File: config.mk
export PLATFORM = sky130hd
export DESIGN_NAME = getreg
export DESIGN_NICKNAME = d
export VERILOG_FILES = /design/src/rtl/getreg.sv
export SDC_FILE = /design/constraint.sdc
export NUM_CORES = 1
export LEC_CHECK = 0
export CAP_MARGIN = 30
export CORE_UTILIZATION = 40
export CTS_BUF_LIST = sky130_fd_sc_hd__clkbuf_16
export DETAILED_ROUTE_END_ITERATION = 12
export HOLD_SLACK_MARGIN = 0.08
export MAX_ROUTING_LAYER = met4
export PLACE_DENSITY = 0.82
export SYNTH_ARGS = -nofsm -noshare
export SYNTH_HDL_FRONTEND = slang
export SYNTH_SLANG_ARGS = --single-unit
File: constraint.sdc
create_clock -name clk -period 1.1 [get_ports clk]
set_input_delay 0.33 -clock clk [delete_from_list [all_inputs] [get_ports clk]]
set_output_delay 0.33 -clock clk [all_outputs]
set_load 0.02 [all_outputs]
File: src/rtl/getreg.sv
// getreg: maps RISC-V 5-bit register indices to right-justified ASCII ABI names on three parallel lanes.
// Optional macro GETREG_FP_NAMES_EN adds fp_sel so each lane can use floating-point ABI names instead.
module getreg #(
  parameter int REG_OUT = 1
) (
  input  logic        clk,
  input  logic        rst_n,
  input  logic        in_valid,
  input  logic [4:0]  idx_rd,
  input  logic [4:0]  idx_rs1,
  input  logic [4:0]  idx_rs2,
`ifdef GETREG_FP_NAMES_EN
  input  logic [2:0]  fp_sel,
`endif
  output logic        out_valid,
  output logic [31:0] name_rd,
  output logic [31:0] name_rs1,
  output logic [31:0] name_rs2
);

  // Integer ABI names; x8 is always "s0", never "fp".
  function automatic logic [31:0] int_name(input logic [4:0] idx);
    logic [31:0] n;
    case (idx)
      5'd0:    n = "zero";
      5'd1:    n = {16'h0, "ra"};
      5'd2:    n = {16'h0, "sp"};
      5'd3:    n = {16'h0, "gp"};
      5'd4:    n = {16'h0, "tp"};
      5'd5:    n = {16'h0, "t0"};
      5'd6:    n = {16'h0, "t1"};
      5'd7:    n = {16'h0, "t2"};
      5'd8:    n = {16'h0, "s0"};
      5'd9:    n = {16'h0, "s1"};
      5'd10:   n = {16'h0, "a0"};
      5'd11:   n = {16'h0, "a1"};
      5'd12:   n = {16'h0, "a2"};
      5'd13:   n = {16'h0, "a3"};
      5'd14:   n = {16'h0, "a4"};
      5'd15:   n = {16'h0, "a5"};
      5'd16:   n = {16'h0, "a6"};
      5'd17:   n = {16'h0, "a7"};
      5'd18:   n = {16'h0, "s2"};
      5'd19:   n = {16'h0, "s3"};
      5'd20:   n = {16'h0, "s4"};
      5'd21:   n = {16'h0, "s5"};
      5'd22:   n = {16'h0, "s6"};
      5'd23:   n = {16'h0, "s7"};
      5'd24:   n = {16'h0, "s8"};
      5'd25:   n = {16'h0, "s9"};
      5'd26:   n = {8'h0, "s10"};
      5'd27:   n = {8'h0, "s11"};
      5'd28:   n = {16'h0, "t3"};
      5'd29:   n = {16'h0, "t4"};
      5'd30:   n = {16'h0, "t5"};
      default: n = {16'h0, "t6"};
    endcase
    return n;
  endfunction

`ifdef GETREG_FP_NAMES_EN
  function automatic logic [31:0] fp_name(input logic [4:0] idx);
    logic [31:0] n;
    case (idx)
      5'd0:    n = {8'h0, "ft0"};
      5'd1:    n = {8'h0, "ft1"};
      5'd2:    n = {8'h0, "ft2"};
      5'd3:    n = {8'h0, "ft3"};
      5'd4:    n = {8'h0, "ft4"};
      5'd5:    n = {8'h0, "ft5"};
      5'd6:    n = {8'h0, "ft6"};
      5'd7:    n = {8'h0, "ft7"};
      5'd8:    n = {8'h0, "fs0"};
      5'd9:    n = {8'h0, "fs1"};
      5'd10:   n = {8'h0, "fa0"};
      5'd11:   n = {8'h0, "fa1"};
      5'd12:   n = {8'h0, "fa2"};
      5'd13:   n = {8'h0, "fa3"};
      5'd14:   n = {8'h0, "fa4"};
      5'd15:   n = {8'h0, "fa5"};
      5'd16:   n = {8'h0, "fa6"};
      5'd17:   n = {8'h0, "fa7"};
      5'd18:   n = {8'h0, "fs2"};
      5'd19:   n = {8'h0, "fs3"};
      5'd20:   n = {8'h0, "fs4"};
      5'd21:   n = {8'h0, "fs5"};
      5'd22:   n = {8'h0, "fs6"};
      5'd23:   n = {8'h0, "fs7"};
      5'd24:   n = {8'h0, "fs8"};
      5'd25:   n = {8'h0, "fs9"};
      5'd26:   n = "fs10";
      5'd27:   n = "fs11";
      5'd28:   n = {8'h0, "ft8"};
      5'd29:   n = {8'h0, "ft9"};
      5'd30:   n = "ft10";
      default: n = "ft11";
    endcase
    return n;
  endfunction
`endif

  // Stage p0: combinational lookup, one identical function per lane.
  logic [31:0] rd_p0, rs1_p0, rs2_p0;

`ifdef GETREG_FP_NAMES_EN
  assign rd_p0  = fp_sel[0] ? fp_name(idx_rd)  : int_name(idx_rd);
  assign rs1_p0 = fp_sel[1] ? fp_name(idx_rs1) : int_name(idx_rs1);
  assign rs2_p0 = fp_sel[2] ? fp_name(idx_rs2) : int_name(idx_rs2);
`else
  assign rd_p0  = int_name(idx_rd);
  assign rs1_p0 = int_name(idx_rs1);
  assign rs2_p0 = int_name(idx_rs2);
`endif

  generate
    if (REG_OUT != 0) begin : g_reg
      // Stage p1: names load only on a request and hold otherwise.
      logic        vld_p1;
      logic [31:0] rd_p1, rs1_p1, rs2_p1;

      always_ff @(posedge clk or negedge rst_n) begin
        if (!rst_n) begin
          vld_p1 <= 1'b0;
          rd_p1  <= 32'h0;
          rs1_p1 <= 32'h0;
          rs2_p1 <= 32'h0;
        end else begin
          vld_p1 <= in_valid;
          if (in_valid) begin
            rd_p1  <= rd_p0;
            rs1_p1 <= rs1_p0;
            rs2_p1 <= rs2_p0;
          end
        end
      end

      assign out_valid = vld_p1;
      assign name_rd   = rd_p1;
      assign name_rs1  = rs1_p1;
      assign name_rs2  = rs2_p1;
    end else begin : g_comb
      // Reset still masks the strobe so nothing is reported valid while held in reset.
      assign out_valid = in_valid & rst_n;
      assign name_rd   = rd_p0;
      assign name_rs1  = rs1_p0;
      assign name_rs2  = rs2_p0;
    end
  endgenerate

endmodule

# Word level (Yosys, flattened, before mapping)

Memory sizes are Yosys's and may differ from the RTL's. A register that Yosys moved wholly into a read port is not among the register bits.
Index checks and enable logic that the tools add are counted.

Reductions and logical operators: 3

Operators with widths:

| kind            | number |
|---|---|
| zero test 1 bit | 3 |

Bits of input ports: 18
Word-level logic and storage cells: 10
Memories kept: 3
Flip-flop bits (word level): 97
Memory bits (read-only): 2112

Memory list:

| name            | words | bits a word | rd ports | clocked after Yosys merged registers in | wr ports | RTL line | text |
|---|---|---|---|---|---|---|---|
| (no name shown) | 32    | 22          | 1        | 1                                       | 0        | 24       | `case (idx)` |
| (no name shown) | 32    | 22          | 1        | 1                                       | 0        | 24       |  |
| (no name shown) | 32    | 22          | 1        | 1                                       | 0        | 24       |  |

# Logic depth before layout (Yosys ltp)

Depth after elaboration: 1
Depth in mapped cells: 6
Gate-level depth less buffers: 6

# Least setup slack after synthesis

OpenSTA, ideal clock, no wires.

Kind: input to register
Start: input port idx_rs2[0]
End: register g_reg.rs2_p1[0], in the netlist name_rs2[0]
Setup time: 0.118 ns
Data required time: 0.982 ns
Stages on the path: 6
Arrival time: 1.284 ns
Setup slack: -0.302 ns
Cells stage by stage: inv_1 -> ha_1 -> or4b_1 -> nand3_1 -> a221oi_1 -> a21o_1

RTL lines:

| item        | RTL line | text |
|---|---|---|
| from (decl) | 11       | `input logic [4:0] idx_rs2,` |
| to (decl)   | 119      | `logic [31:0] rd_p1, rs1_p1, rs2_p1;` |

==> impl_metrics.toml <==
[clocking]
cts_buffer_depth = 2
path_clk_slew_ns = 0.06
clock_latency_ns = 0.27
cts_root_buf = "clkbuf_16"
clock_sinks = 44
cts_tree = "built"
cts_buffers = 5
h-tree-depth = 2

[synthesis]
yosysWarningCount = 0
synthFlopType = "dfrtp_1"
synth_edf_count = 0
ys_seq_area_share_pct = 38.9
async_reset_ff_share_pct = 100
syn_area_sq_um = 2830
ys_seq_elements = 44
syn_avg_cell_area_sq_um = 8.66
synth_cells = 327
synth.distinct_cells = 40

[route]
vias = 2831
wl_per_cell_um = 13.8
remaining_drc_errors = 0
ant_nets = 0
drtIter0Drc = 100
routed_wl_mm = 8.04
vias_per_cell = 4.85
dr.pass1.iters = 4

[outcome]
status = "finished with violations"
violations = "setup timing"

[floorplanning]
fp.dieH_um = 86.2
die_area_sq_um = 7420
fp-row-count = 30
die_w_um = 86.2
initial_core_util_pct = 41.5
num_io_pins = 115
placeableCoreArea_sq_um = 6830

[hold_path]
holdCritPathClass = "input pin to flip-flop"

[place]
placed_area_sq_um = 4050
pre_cts_slack_ns = -1.02
hpwl_mm = 4.97
globalplace.congestion = 0.862
port_buffers = 90

[pwr]
internal-power_mw = 3.63
p_switching_mw = 1.50
p_per_area_nw_per_um2 = 1060
p_comb_share_pct = 32.0
swShare_pct = 29.2
p_leak_nw = 2.36
clkPwrFrac_pct = 32.0
peakVddDrop_v = 0.000978
seqPwrFrac_pct = 36.0

[flow_run]
cap_violations = 0

[critical_path]
crit_required_ns = 0.77
startpoint_type = "flip-flop"
crit_fanout = 4
arrival_ns = 0.95
endpoint_kind = "output port"
crit_type = "flip-flop to output port"

[sta]
fin_crit_sh_pct = 116
max_freq_ghz = 0.783
fin_skew_ns = 0
worst_slack_ns = -0.177
hold_viol = 0
slew_violations = 0
fin_tns_setup_ns = -5.88
min_period_ns = 1.28
rsz0062_at_grt = "yes"
setup_viol = 74

[cells_and_area]
diodes = 0
multi_input_area_sq_um = 1400
area_delta_synth_final_pct = 70.6
nets = 520
layout_common_cells = "buf_4, buf_6, dfrtp_1"
final_cell_area_sq_um = 4830
regArea_sq_um = 1110
final_common_cell = "buf_4"
fin_util_pct = 70.7
n_fill_cell = 516
drive_gt1_share_pct = 52.7

[global_route]
grt_usage_pct = 21.7
grt_max_degree = 45
grt_overflow = 0
grt_pass1_wl_mm = 12.7
antenna_found_initial = 0
grt_pass1_vias = 2712
[metal layers]
layer | vias to the layer above | wire length, um | track usage [%]
met5 | - | 0 | -
met2 | 96 | 4390 | 39.7
met4 | 0 | 81 | 4.09
li1 | 1365 | - | -
met1 | 1358 | 3230 | 25.3
met3 | 12 | 334 | 3.18
[worst max-delay path, stage by stage, from the launching register on]
cell     delay [ns]
dfrtp_1        0.41
buf_6          0.14
buf_6          0.12
[per-stage QoR]
step	std cells	total power [mW]	hold slack [ns]
CTS	568	5.04	0.480
global placement	528	3.17	0.322
detailed placement	528	3.19	0.330
finish	584	5.14	0.489
floorplan	350	2.60	0.0344
global route	584	5.37	0.496
[kinds of logic after synthesis]
| family | synth area share (%) |
|---|---|
| compound gates | 17.9 |
| fa+ha+maj | 6.63 |
| buf+inv | 21.5 |
| flops | 38.9 |
| mux | 1.50 |
| other cells | 0.132 |
| simple gates | 13.5 |
[flip-flops by register name, indices dropped and copies added (netlist names)]
signal,cells
name_rs2,14
name_rd,15
out_valid,1
name_rs1,14
[power by group through the flow]
stage,registers (mW),clock network (mW),logic (mW)
2_1_floorplan,2.00,0,0.606
3_3_place_gp,1.85,0,1.32
3_5_place_dp,1.85,0,1.34
4_1_cts,1.84,1.67,1.52
5_1_grt,1.86,1.74,1.76
6_report,1.85,1.64,1.64
[Yosys cell counts, types with 9 or more instances]
cell	number	area [sq um]
nand2_1	22	82.6
o21ai_0	17	85.1
inv_1	28	105
nor2_1	21	78.8
buf_4	54	405
ha_1	15	188
a21oi_1	9	45.0
dfrtp_1	44	1100
buf_2	15	75.1
nand3_1	12	60.1
nand4_1	9	56.3
o21ai_1	15	75.1
[final cells by class]
type,instances,share of cell area (%)
timing repair buffer,203,39.3
multi-input combinational,203,29.0
sequential,44,22.9
inverter,30,2.90
clock buffer,5,2.59
tap,96,2.49
clock inverter,3,0.803
[path summary, 6_finish.rpt]
kind,end,startpoint,depth (start not counted),slack (ns)
min in group asynchronous,name_rs1[6],rst_n,3,0.57
max in group asynchronous,name_rd[29],rst_n,3,0.30
worst min-delay path,out_valid,in_valid,2,0.49
worst max register to register,name_rd[22],name_rd[22],5,0.01
worst max-delay path,name_rs2[28],name_rs2[29],2,-0.18
worst min register to register,name_rd[8],name_rd[8],1,0.52
[timing repair]
item,in CTS,in global routing
pin swaps,16,13
hold buffers,1,0
buffers inserted,28,16
gates cloned,3,0
resized for setup,508,44
hold endpoints to repair,44,0
setup endpoints to repair,115,100
Power figures use the tool's default switching activity.
